`config.mk`:
```
export PLATFORM = sky130hd
export DESIGN_NAME = alu_mul_seq
export DESIGN_NICKNAME = d
export VERILOG_FILES = /design/src/rtl/alu_mul_seq.sv
export SDC_FILE = /design/constraint.sdc
export NUM_CORES = 1
export LEC_CHECK = 0
export ABC_AREA = 1
export BUFFER_PORTS_ARGS = -buffer_cell sky130_fd_sc_hd__buf_2
export CAP_MARGIN = 20
export CELL_PAD_IN_SITES_DETAIL_PLACEMENT = 0
export CELL_PAD_IN_SITES_GLOBAL_PLACEMENT = 1
export CORE_AREA = 5 5 190 192
export CTS_CLUSTER_DIAMETER = 200
export DETAILED_ROUTE_END_ITERATION = 8
export DIE_AREA = 0 0 195 197
export PLACE_DENSITY = 0.64
export SYNTH_ARGS = -nofsm -noshare
export SYNTH_HDL_FRONTEND = slang
export SYNTH_SLANG_ARGS = --single-unit
export TNS_END_PERCENT = 1
```
`constraint.sdc`:
```
create_clock -name clk -period 1.7 [get_ports clk]
set_input_delay 0.51 -clock clk [delete_from_list [all_inputs] [get_ports clk]]
set_output_delay 0.51 -clock clk [all_outputs]
set_load 0.01 [all_outputs]
```
`src/rtl/alu_mul_seq.sv`:
```
// Multi-cycle unsigned shift-and-add multiplier that borrows the shared ALU adder for one add per step.
// Optional build macro MUL_SEQ_EARLY_EXIT_EN: finish early with a barrel shift once the multiplier runs out of ones.
module alu_mul_seq #(
  parameter int         WIDTH       = 32,
  parameter int         CNT_W       = 6,
  parameter logic [3:0] ALU_ADD_CTL = 4'd0
) (
  input  logic             clk,
  input  logic             rst,
  input  logic             start,
  input  logic [WIDTH-1:0] op_a,
  input  logic [WIDTH-1:0] op_b,
  output logic             busy,
  output logic             done,
  output logic [WIDTH-1:0] prod_hi,
  output logic [WIDTH-1:0] prod_lo,
  output logic             alu_req,
  output logic [3:0]       alu_ctl,
  output logic [WIDTH-1:0] alu_a,
  output logic [WIDTH-1:0] alu_b,
  input  logic [WIDTH-1:0] alu_out
);

  typedef enum logic [1:0] {IDLE = 2'd0, RUN = 2'd1, DONE = 2'd2} state_t;

  state_t             state_q, state_d;
  logic [WIDTH-1:0]   mcand_q, mcand_d;
  logic [WIDTH-1:0]   mplier_q, mplier_d;
  logic [WIDTH-1:0]   hi_q, hi_d;
  logic [WIDTH-1:0]   lo_q, lo_d;
  logic [CNT_W-1:0]   cnt_q, cnt_d;
  logic [WIDTH-1:0]   prod_hi_q, prod_hi_d;
  logic [WIDTH-1:0]   prod_lo_q, prod_lo_d;
  logic               carry;
  logic               unused_lo_lsb;

  // The ALU has no carry-out; a wrapped sum is smaller than either addend.
  assign carry         = (alu_out < hi_q);
  assign unused_lo_lsb = lo_q[0];

  assign busy    = (state_q == RUN);
  assign done    = (state_q == DONE);
  assign prod_hi = prod_hi_q;
  assign prod_lo = prod_lo_q;
  assign alu_req = busy;
  assign alu_ctl = busy ? ALU_ADD_CTL : 4'd0;
  assign alu_a   = busy ? hi_q : '0;
  assign alu_b   = (busy && mplier_q[0]) ? mcand_q : '0;

`ifdef MUL_SEQ_EARLY_EXIT_EN
  logic [CNT_W:0] shamt;
  assign shamt = (CNT_W + 1)'(WIDTH) - {1'b0, cnt_q};
`endif

  always_comb begin
    state_d   = state_q;
    mcand_d   = mcand_q;
    mplier_d  = mplier_q;
    hi_d      = hi_q;
    lo_d      = lo_q;
    cnt_d     = cnt_q;
    prod_hi_d = prod_hi_q;
    prod_lo_d = prod_lo_q;
    case (state_q)
      IDLE: begin
        if (start) begin
          state_d  = RUN;
          mcand_d  = op_a;
          mplier_d = op_b;
          hi_d     = '0;
          lo_d     = op_b;
          cnt_d    = '0;
        end
      end
      RUN: begin
`ifdef MUL_SEQ_EARLY_EXIT_EN
        // Remaining multiplier bits are all zero: only the final alignment shift is left.
        if (mplier_q == '0) begin
          {hi_d, lo_d} = {hi_q, lo_q} >> shamt;
          state_d      = DONE;
        end else
`endif
        begin
          {hi_d, lo_d} = {carry, alu_out, lo_q[WIDTH-1:1]};
          mplier_d     = mplier_q >> 1;
          cnt_d        = cnt_q + CNT_W'(1);
          if (cnt_q == CNT_W'(WIDTH - 1)) state_d = DONE;
        end
        if (state_d == DONE) begin
          prod_hi_d = hi_d;
          prod_lo_d = lo_d;
        end
      end
      DONE:    state_d = IDLE;
      default: state_d = IDLE;
    endcase
  end

  always_ff @(posedge clk) begin
    if (rst) begin
      state_q   <= IDLE;
      mcand_q   <= '0;
      mplier_q  <= '0;
      hi_q      <= '0;
      lo_q      <= '0;
      cnt_q     <= '0;
      prod_hi_q <= '0;
      prod_lo_q <= '0;
    end else begin
      state_q   <= state_d;
      mcand_q   <= mcand_d;
      mplier_q  <= mplier_d;
      hi_q      <= hi_d;
      lo_q      <= lo_d;
      cnt_q     <= cnt_d;
      prod_hi_q <= prod_hi_d;
      prod_lo_q <= prod_lo_d;
    end
  end

endmodule

```
# Yosys cells after proc, flatten, opt, wreduce, memory -nomap -nowiden
# Index checks and enable logic that the tools add are counted.
# word_totals
reg_bits	200
latchBits	0
ram_bits	0
romBits	0
inputBits	99
wordCells	34
memories	0
# op_classes
addsub	1
mul	0
div_mod_pow	0
magnitude_cmp	1
n_eq_ne	5
shifts	0
mux	13
bitwise_logic	0
n_reduce_logical	6
# op_table
operator	n
32-bit one-hot mux with 2 select lines	3
32-bit 2-to-1 mux	4
32-bit < comparator	1
6-bit one-hot mux with 2 select lines	1
6-bit by 1-bit adder with 6-bit output (second input constant)	1
6-bit by 5-bit equality test with 1-bit output (second input constant)	1
2-bit 2-to-1 mux	3
6-bit 2-to-1 mux	1
2-bit AND reduction	3
2-bit equality test (second input constant)	2
2-bit one-hot mux with 2 select lines	1
2-bit by 1-bit equality test with 1-bit output (second input constant)	1
2-bit zero test	1
2-bit inequality test (second input constant)	1
2-bit nonzero test	1
1-bit logical AND	1

# Logic depth before layout (Yosys ltp)
# depth
ltp_word	5
mapped_depth	13
mapped_depth_nobuf	13

# Worst setup path after synthesis
# Ideal clock, no wire load.
# synth_path
kind	reg2out
startpoint	register state_q[0]
endpoint	output alu_a[10]
arrival_time_ps	1264
required_time_ps	1190
path_slack_ps	-74
path_stages_with_launch	8
path_cell_list	dfxtp_1 > inv_2 > nor2_2 > inv_2 > buf_2 > buf_2 > buf_2 > nor2_1
# synth_between
elab_chain_len	2
# synth_lines
element	line	source
from (decl)	26	state_t state_q, state_d;
from (signal assigned)	110	state_q <= state_d;
2-bit by 1-bit equality test with 1-bit output	41	assign busy = (state_q == RUN);
32-bit 2-to-1 mux	47	assign alu_a = busy ? hi_q : '0;
to (decl)	19	output logic [WIDTH-1:0] alu_a,
# No other way between the ends.

# Worst setup path in the final report
# layout_path
startpoint	register state_q[0]
endpoint	output alu_a[0]
# The elaborated chain is that of the path after synthesis.

==> out/metrics.cfg <==
[status]
outcome=finished with violations
failed_checks=setup timing

[global_route]
gr-usage-met3_pct=4.31
grt_pass1_vias=7618
grt-busiest-layer=met2
antenna_found_initial=4
grt_max_degree=56
gr-usage-met2_pct=22.1
grt_usage_pct=13.3
use_met1_pct=16.8
gr-total-overflow=0
grt_pass1_wl_um=41300

[route]
drt-total-wl_um=26400
first_iter_violations=320
drc=0
routed_via_density=4.36
dr.pass1.iters=5
antenna_left=0
wire_per_inst_um=14.7
vias=7852

[power]
pwr_density_cell_nw_per_um2=943
power.switching_mw=3.00
p_leak_nw=4.69
swShare_pct=28.3
peakVddDrop_mv=0.718
p_clk_share_pct=39.6
p_int_mw=7.59
seq_power_share_pct=47.3
combPwrFrac_pct=13.1

[yosys]
synth_flop_cell=dfxtp_1
synth.avg_cell_area_um2=7.68
synth_area_leaders=dfxtp_1 47%, nand2_1 10%, a21oi_1 9.8%, o21ai_0 6.4%, ha_1 4.7%
synth.most_common_cell=nand2_1
yosysTopAreaCell=dfxtp_1
synth_top_area_share_pct=47.1
synth_commonest_cells=232 x nand2_1, 199 x dfxtp_1, 166 x a21oi_1, 108 x o21ai_0, 101 x inv_1
yosys.cell_types.count=28
ys_seq_elements=199
synth-edff-count=0
syn_inst=1101
synth-seq-area-share_pct=47.1
synthArstFlopShare_pct=0
ys_warn_count=0
netlist_area_um2=8460

[die]
fp.dieW_um=195
fp.dieH_um=197
core_area_um2=34200
initial_core_util_pct=24.7
die_area_um2=38400
boundaryPins=234
fp-row-count=68

[critical_path]
worst_path_largest_cell_delay_ns=0.34
crit_path_frequent_cell=inv_2
worstSetupStartpointType=register
cpLargestDelayFamily=buffers and inverters
crit_type=reg -> out
crit_slowest_cell=dfxtp_2
worstPathCellList=inv_2 > nor2_4 > inv_2 > buf_12 > nor2_2 > buf_2
cp.required_ns=1.19
crit_fanout=31
path_buf_inv=4
r2r_cells=10
end_kind=primary output
crit_arrival_ns=1.51
worst-path-stages=6

[clocking]
cts_sinks=199
cts_buffers=17
clock_latency_ns=0.45
cts_root_buffer=clkbuf_16
cts_tree=yes
cts_buffer_depth=2
cts.reportedPaths.clkPinSlew_ns=0.09
htreeDepth=4

[sta]
finClkSkew_ns=0.0133
timing.hold.ws_ns=0.330
finalSetupViolCount=66
post-route-period-util_pct=119
fin_crit_ns=2.02
rsz0062_at_grt=yes
slew_violations=0
finalHoldViolCount=0
fmax_mhz=495
worst_slack_ns=-0.319

[layout]
nNetsFinal=1462
final_layout_size_suffix_gt1_share_pct=30.5
antenna-diode-count=0
syn_to_final_growth_pct=32.8
instances_no_fill=1799

[placed_design]
dp.cells=1764
portBuffers=229
place_congestion=0.798
hpwl_um=18500

[run]
drv_cap=0

[min_path]
hold_path.class=in -> reg
min_path_cells=3

## path summary, 6_finish.rpt
| check | startpoint | end | slack [ns] |
|---|---|---|---|
| setup / recovery | state_q[0] | alu_a[0] | -0.32 |
| hold / removal | alu_out[23] | prod_hi[22] | 0.33 |
| setup reg to reg | cnt_q[1] | prod_hi[31] | 0.05 |
| hold reg to reg | mcand_q[3] | mcand_q[3] | 0.45 |
## area by class of cell
type	instances	area [um2]
Tap cell	455	569
Multi-Input combinational cell	714	3800
Fill cell	3736	23000
Sequential cell	199	3990
Clock buffer	18	439
Inverter	109	414
Timing Repair Buffer	290	1870
Clock inverter	14	158
## registers in the layout (all words and copies together), names as in the netlist
signal / flops
hi_q: 32
mcand_q: 32
mplier_q: 32
prod_hi: 32
prod_lo: 32
lo_q: 31
cnt_q: 6
state_q: 2
## metrics by stage
stage,util [%],setup slack (ns),power [mW],cell area [um2],setup TNS [ns]
3_3_place_gp,30.3,-0.170,6.44,10400,-0.312
4_1_cts,32.3,-0.404,10.8,11100,-23.32
2_1_floorplan,-,-0.0239,5.90,8500,-0.492
6_report,32.8,-0.319,10.6,11200,-18.97
3_5_place_dp,30.3,-0.225,6.45,10400,-0.426
5_1_grt,32.8,-0.420,11.2,11200,-29.78
## worst reg2reg max path: cells and delay by family (launching register included)
kind / cells / cell delay, ns
AO/OA/AOI/OAI: 2 / 0.25
adder cells (fa/ha/maj): 1 / 0.20
buffers and inverters: 3 / 0.36
AND/OR/NAND/NOR: 4 / 0.42
flip-flops: 1 / 0.36
## power groups by stage
stage | Sequential (mW) | Combinational [mW] | Clock (mW)
finish | 5.01 | 1.39 | 4.19
global placement | 5.11 | 1.33 | 0
CTS | 5.01 | 1.38 | 4.37
floorplan | 5.10 | 0.809 | 0
global route | 5.04 | 1.58 | 4.54
detailed placement | 5.12 | 1.33 | 0
## cells by family after synthesis
group / synth area share [%]
AOI/OAI and AO/OA: 22.1
adders and majority gates: 4.73
buffers and inverters: 10.2
DFF: 47.1
other: 0.0443
and+or+nand+nor: 15.8
## what timing repair did
| action | CTS | global route |
|---|---|---|
| setup endpoints to repair | 110 | 139 |
| resized for setup | 14 | 43 |
| hold buffers | 0 | 0 |
| pin swaps | 2 | 2 |
| gates cloned | 1 | 1 |
| buffers inserted | 1 | 0 |
## routing by layer
metal | vias up | wire, um
met5 | - | 39
met3 | 24 | 1540
met1 | 3596 | 12100
li1 | 4058 | -
met4 | 6 | 306
met2 | 168 | 12500
## placed cells by master, fill, tap and decap left out, types with 18 or more instances in the layout
master	instances
nand2_1	230
buf_2	221
nor2_2	37
nor2_1	39
ha_1	31
dfxtp_1	197
buf_4	46
inv_1	100
a221oi_1	23
a21oi_1	165
o21ai_1	20
clkbuf_16	18
o21ai_0	108
Power figures use the tool's default switching activity.
